<file path="src/rtl/rand_arbiter.sv">
// Round-robin arbiter that hands out one 32-bit Fibonacci LFSR word per grant.
// The LFSR steps once per grant, so every requester gets a distinct word.
module rand_arbiter #(
  parameter int NUM_REQ       = 4,
  parameter int WARMUP_CYCLES = 16,
  parameter int FREE_RUN      = 0
) (
  input  logic               clk,
  input  logic               rst_n,
  input  logic               seed_load,
  input  logic [31:0]        seed,
  input  logic [NUM_REQ-1:0] req,
  output logic [NUM_REQ-1:0] gnt,
  output logic [31:0]        rnd_out,
  output logic               ready
);

  localparam int PW = (NUM_REQ > 1) ? $clog2(NUM_REQ) : 1;
  localparam int CW = (WARMUP_CYCLES > 0) ? $clog2(WARMUP_CYCLES + 1) : 1;
  localparam logic [CW-1:0] WLAST = CW'((WARMUP_CYCLES > 0) ? WARMUP_CYCLES - 1 : 0);

  localparam logic [0:0] WARMUP = 1'b0;
  localparam logic [0:0] SERVE  = 1'b1;

  logic [0:0]         state_q, state_d;
  logic [31:0]        lfsr_q, lfsr_d, lfsr_nx;
  logic [CW-1:0]      cnt_q, cnt_d;
  logic [PW-1:0]      ptr_q, ptr_d;
  logic [NUM_REQ-1:0] gnt_q, gnt_d;
  logic [31:0]        rnd_q, rnd_d;
  logic [PW-1:0]      win, cand;
  logic               found;

  // All-zero state would lock the LFSR, so it escapes to all-ones.
  always_comb begin
    if (lfsr_q == '0) lfsr_nx = '1;
    else              lfsr_nx = {lfsr_q[30:0], lfsr_q[31] ^ lfsr_q[21] ^ lfsr_q[1] ^ lfsr_q[0]};
  end

  always_comb begin
    found = 1'b0;
    win   = '0;
    cand  = '0;
    for (int unsigned i = 0; i < NUM_REQ; i++) begin
      cand = PW'((32'(ptr_q) + i) % NUM_REQ);
      if (!found && req[cand]) begin
        found = 1'b1;
        win   = cand;
      end
    end
  end

  always_comb begin
    state_d = state_q;
    lfsr_d  = lfsr_q;
    cnt_d   = cnt_q;
    ptr_d   = ptr_q;
    gnt_d   = '0;
    rnd_d   = rnd_q;
    if (seed_load) begin
      lfsr_d  = (seed == '0) ? '1 : seed;
      state_d = WARMUP;
      cnt_d   = '0;
    end else if (state_q == WARMUP) begin
      if (WARMUP_CYCLES == 0) begin
        state_d = SERVE;
      end else begin
        lfsr_d = lfsr_nx;
        cnt_d  = cnt_q + 1'b1;
        if (cnt_q == WLAST) state_d = SERVE;
      end
    end else if (found) begin
      gnt_d  = NUM_REQ'(1) << win;
      rnd_d  = lfsr_q;
      lfsr_d = lfsr_nx;
      ptr_d  = (win == PW'(NUM_REQ - 1)) ? '0 : win + 1'b1;
    end else if (FREE_RUN != 0) begin
      lfsr_d = lfsr_nx;
    end
  end

  always_ff @(posedge clk) begin
    if (!rst_n) begin
      state_q <= WARMUP;
      lfsr_q  <= '1;
      cnt_q   <= '0;
      ptr_q   <= '0;
      gnt_q   <= '0;
      rnd_q   <= '0;
    end else begin
      state_q <= state_d;
      lfsr_q  <= lfsr_d;
      cnt_q   <= cnt_d;
      ptr_q   <= ptr_d;
      gnt_q   <= gnt_d;
      rnd_q   <= rnd_d;
    end
  end

  assign gnt     = gnt_q;
  assign rnd_out = rnd_q;
  assign ready   = (state_q == SERVE);

endmodule

</file>
<file path="config.mk">
export PLATFORM = sky130hd
export DESIGN_NAME = rand_arbiter
export DESIGN_NICKNAME = d
export VERILOG_FILES = /design/src/rtl/rand_arbiter.sv
export SDC_FILE = /design/constraint.sdc
export NUM_CORES = 1
export LEC_CHECK = 0
export BUFFER_PORTS_ARGS = -buffer_cell sky130_fd_sc_hd__buf_2
export CAP_MARGIN = 20
export CORE_MARGIN = 5
export CORE_UTILIZATION = 53
export CTS_BUF_LIST = sky130_fd_sc_hd__clkbuf_8 sky130_fd_sc_hd__clkbuf_16
export CTS_CLUSTER_DIAMETER = 80
export DETAILED_ROUTE_END_ITERATION = 8
export PLACE_DENSITY = 0.79
export SLEW_MARGIN = 20
export SYNTH_ARGS = -nofsm -noshare
export SYNTH_HDL_FRONTEND = slang
export SYNTH_SLANG_ARGS = --single-unit
</file>
<file path="constraint.sdc">
create_clock -name clk -period 1.8 [get_ports clk]
set_clock_uncertainty 0.05 [all_clocks]
set_input_delay 0.18 -clock clk [delete_from_list [all_inputs] [get_ports clk]]
set_output_delay 0.18 -clock clk [all_outputs]
set_load 0.05 [all_outputs]
</file>
==> reports/results.tsv <==
metric	value	unit
status	complete, but fails checks	
violated checks	setup timing	
Worst Hold Class	input pin to flop	
Mapped Area	3317	um2
Tmin final	2.035	ns
CP Cell Sequence	nor4_1 > nand4_1 > o21ai_4 > clkbuf_16 > nor2_1 > o311ai_1	
Post-Synthesis Cells	400	
IO Count	76	
max-slew headroom at the worst pin	0.6924	
die footprint	7941	um2
CTS Buf Count	9	
CP startpoint	lfsr_q[26]$_SDFFE_PN1P_	
Initial Util	0.5537	
synth warn	0	
hold_buf cts	0	
worst hold start	seed[30]	
r2r endpoint	lfsr_q[13]$_SDFFE_PN1P_	
Post-Layout Cell Count	561	
crit-path max FO	16	
TritonCTS Sinks	76	
Leak	1.652	nW
XOR/XNOR Fraction of Synth Area	0.01848	
total placed cells including tap cells	543	
post-route ant nets	0	
DR WL/cell	16.08	um
vias in the first global route	2829	
DRC	0	
ys flop type	dfxtp_1	
Avg Vias per Cell	5.724	
EDFF count, synth	0	
initial antenna violation count	0	
Avg Synthesized Cell Area	8.292	um2
Critical Path Sink	lfsr_q[13]$_SDFFE_PN1P_	
Bufs and invs on worst path	1	
Worst path slowest cell	nor4_1	
post-synthesis mux area share	0.003018	
Max stage delay on crit path	0.42	ns
gr usage total	0.2229	
Compound-Gate Fraction of Synth Area	0.2037	
num rows	28	
first-pass GRT wire length	13620	um
synthesis-to-layout area growth	26.22	%
Max Cap Violations	0	
delay-heaviest family, CP	simple AND/OR/NAND/NOR gates	
die height	89.11	um
H-Tree Depth	3	
CTS tree	done	
final hold viol count	0	
Max rail drop VDD	0.0004972	V
Synth Area in Simple Gates	0.2591	
synthesized-area fraction occupied by adder cells	0.007544	
Max clock buf depth	2	
final setup violation count	32	
Post-layout nets	523	
Clock Latency Late Sink	0.34	ns
total wire length	9022	um
diode count	0	
Worst EP arrival	2.22	ns
PD cells	811.1	nW/um2
Clock Pin Slew Worst Setup and Hold Paths	0.07	ns
R2R depth	6	
CP Launch Type	flop	
main combinational cell family by area after synthesis	simple AND/OR/NAND/NOR gates	
setup slack, reg-to-reg	-0.24	ns
ys async rst share	0	
Tcrit/Tclk final	1.131	
fmax	491.4	MHz
Root Driver	clkbuf_8	
Chip Width	89.11	um
routability congestion estimate	0.8016	
PortBufs	75	
Req. time, crit path	1.98	ns
placeable core area	5991	um2
Setup WS post-layout	-0.2350	ns
number of library cell types mapped by synthesis	37	
vias post-DR	3211	
total gr overflow	0	
CP Class	flop to flop	
Max Slew Vio Count	0	
Critical R2R Launch	lfsr_q[26]$_SDFFE_PN1P_	
initial DRC count	274	
Crit. path cell count	6	
largest net degree at the start of global routing	65	
First-pass DRT Iterations	5	
Post-Syn Nets	441	
Final Power	3.396	mW
RSZ-0062 raised after global routing	true	
sequential-to-total area share from yosys stat	0.4587	
crit end category	flop	
worst slew pin tran	0.4572	ns
Seq cells post-synth	76	
layout cells sized above 1	0.2798	
DP HPWL	5917	um
worst min-delay path by stage:
stage	to	slack (ns)	cells after the start
5_1_grt	lfsr_q[10]$_SDFFE_PN1P_	0.13	3
2_1_floorplan	lfsr_q[10]$_SDFFE_PN1P_	0.36	2
3_3_place_gp	rnd_out[8]$_SDFFE_PN0P_	0.40	2
6_report	lfsr_q[30]$_SDFFE_PN1P_	0.13	3
3_5_place_dp	rnd_out[25]$_SDFFE_PN0P_	0.40	2
4_1_cts	lfsr_q[28]$_SDFFE_PN1P_	0.12	3
final cells by class:
class,instances,area [um2]
well taps,75,93.84
fillers,463,1804
clock inverters,3,37.54
multi-input cells,292,1703
inverters,4,15.01
clock buffers,12,165.2
flip-flops and latches,76,1531
repair buffers,99,640.6
metrics by stage:
stage	setup TNS (ns)	hold WS [ns]	instance area [um2]	worst slack [ns]	utilization
floorplan	0	0.3614	3318	0.03162	-
global placement	0	0.3977	3854	0.02326	0.6433
detailed placement	-0.3102	0.4044	3854	-0.05278	0.6433
CTS	0	0.1236	4063	0.02910	0.6782
global route	-8.150	0.1253	4187	-0.3316	0.6988
finish	-4.828	0.1301	4187	-0.2350	0.6988
power by group:
| group | internal (mW) | switching [mW] |
|---|---|---|
| clock network | 0.738 | 0.581 |
| logic | 0.145 | 0.155 |
| registers | 1.72 | 0.0529 |
| total | 2.61 | 0.789 |
cell usage in the layout, fill, tap and decap left out, drive strengths merged:
cell type,Yosys,layout
ha,2,2
nand3,1,1
inv,4,6
and2,1,1
nor3,1,1
nand4b,1,1
buf,17,97
nor2,71,71
clkbuf,11,14
o311ai,31,31
nand2,100,100
and4,1,1
a21o,1,1
a21boi,32,32
xor2,3,3
nor2b,4,4
nor3b,2,2
o22a,1,1
nand2b,2,2
dfxtp,76,76
xnor2,4,4
a21oi,4,4
o22ai,2,2
mux2i,1,1
o211ai,1,1
o21ai,3,3
nand4,4,4
nor4,16,16
bufinv,0,1
a221oi,1,1
and3,1,1
o211a,1,1
logic make-up after synthesis:
group / Yosys count
simple gates: 205
compound gates: 77
flops: 76
buf+inv: 32
xor+xnor: 7
fa+ha+maj: 2
mux: 1
worst min-delay path: cells and delay by family:
family	cells	cell delay, ns
AO/OA/AOI/OAI	1	0.09
buffers and inverters	1	0.11
AND/OR/NAND/NOR	1	0.10
layer usage:
metal	global-route usage	routed length, um	vias to the layer above
li1	-	-	1542
met1	0.3223	3976	1500
met2	0.3188	4042	152
met3	0.05161	815	17
met4	0.09066	189	0
met5	0	0	-
state kept, by name, summed over array words and instances, names as in the netlist:
register,count
ready,1
lfsr_q,32
ptr_q,2
rnd_out,32
gnt,4
cnt_q,5
repair_timing:
action,in CTS,in global routing
setup buffers,0,1
cloned,0,2
resized for setup,1,16
setup endpoints to repair,31,10
pin swaps,0,3
synth_stat cells, types with 2 or more instances:
master,instances,area share
nand2_1,100,0.11
dfxtp_1,76,0.46
nor2_1,71,0.080
a21boi_0,32,0.072
o311ai_1,21,0.055
nor4_1,16,0.030
clkbuf_1,11,0.012
buf_2,8,0.012
o311ai_2,8,0.039
a21oi_1,4,0.0060
inv_1,4,0.0045
nand4_1,4,0.0075
nor2b_1,4,0.0075
xnor2_1,4,0.011
buf_1,3,0.0034
buf_4,3,0.0068
buf_6,3,0.010
xor2_1,3,0.0079
ha_1,2,0.0075
nand2b_1,2,0.0038
nor3b_1,2,0.0045
o21ai_2,2,0.0053
o22ai_1,2,0.0038
o311ai_0,2,0.0053
No activity file was read; power rests on OpenSTA's default activity.
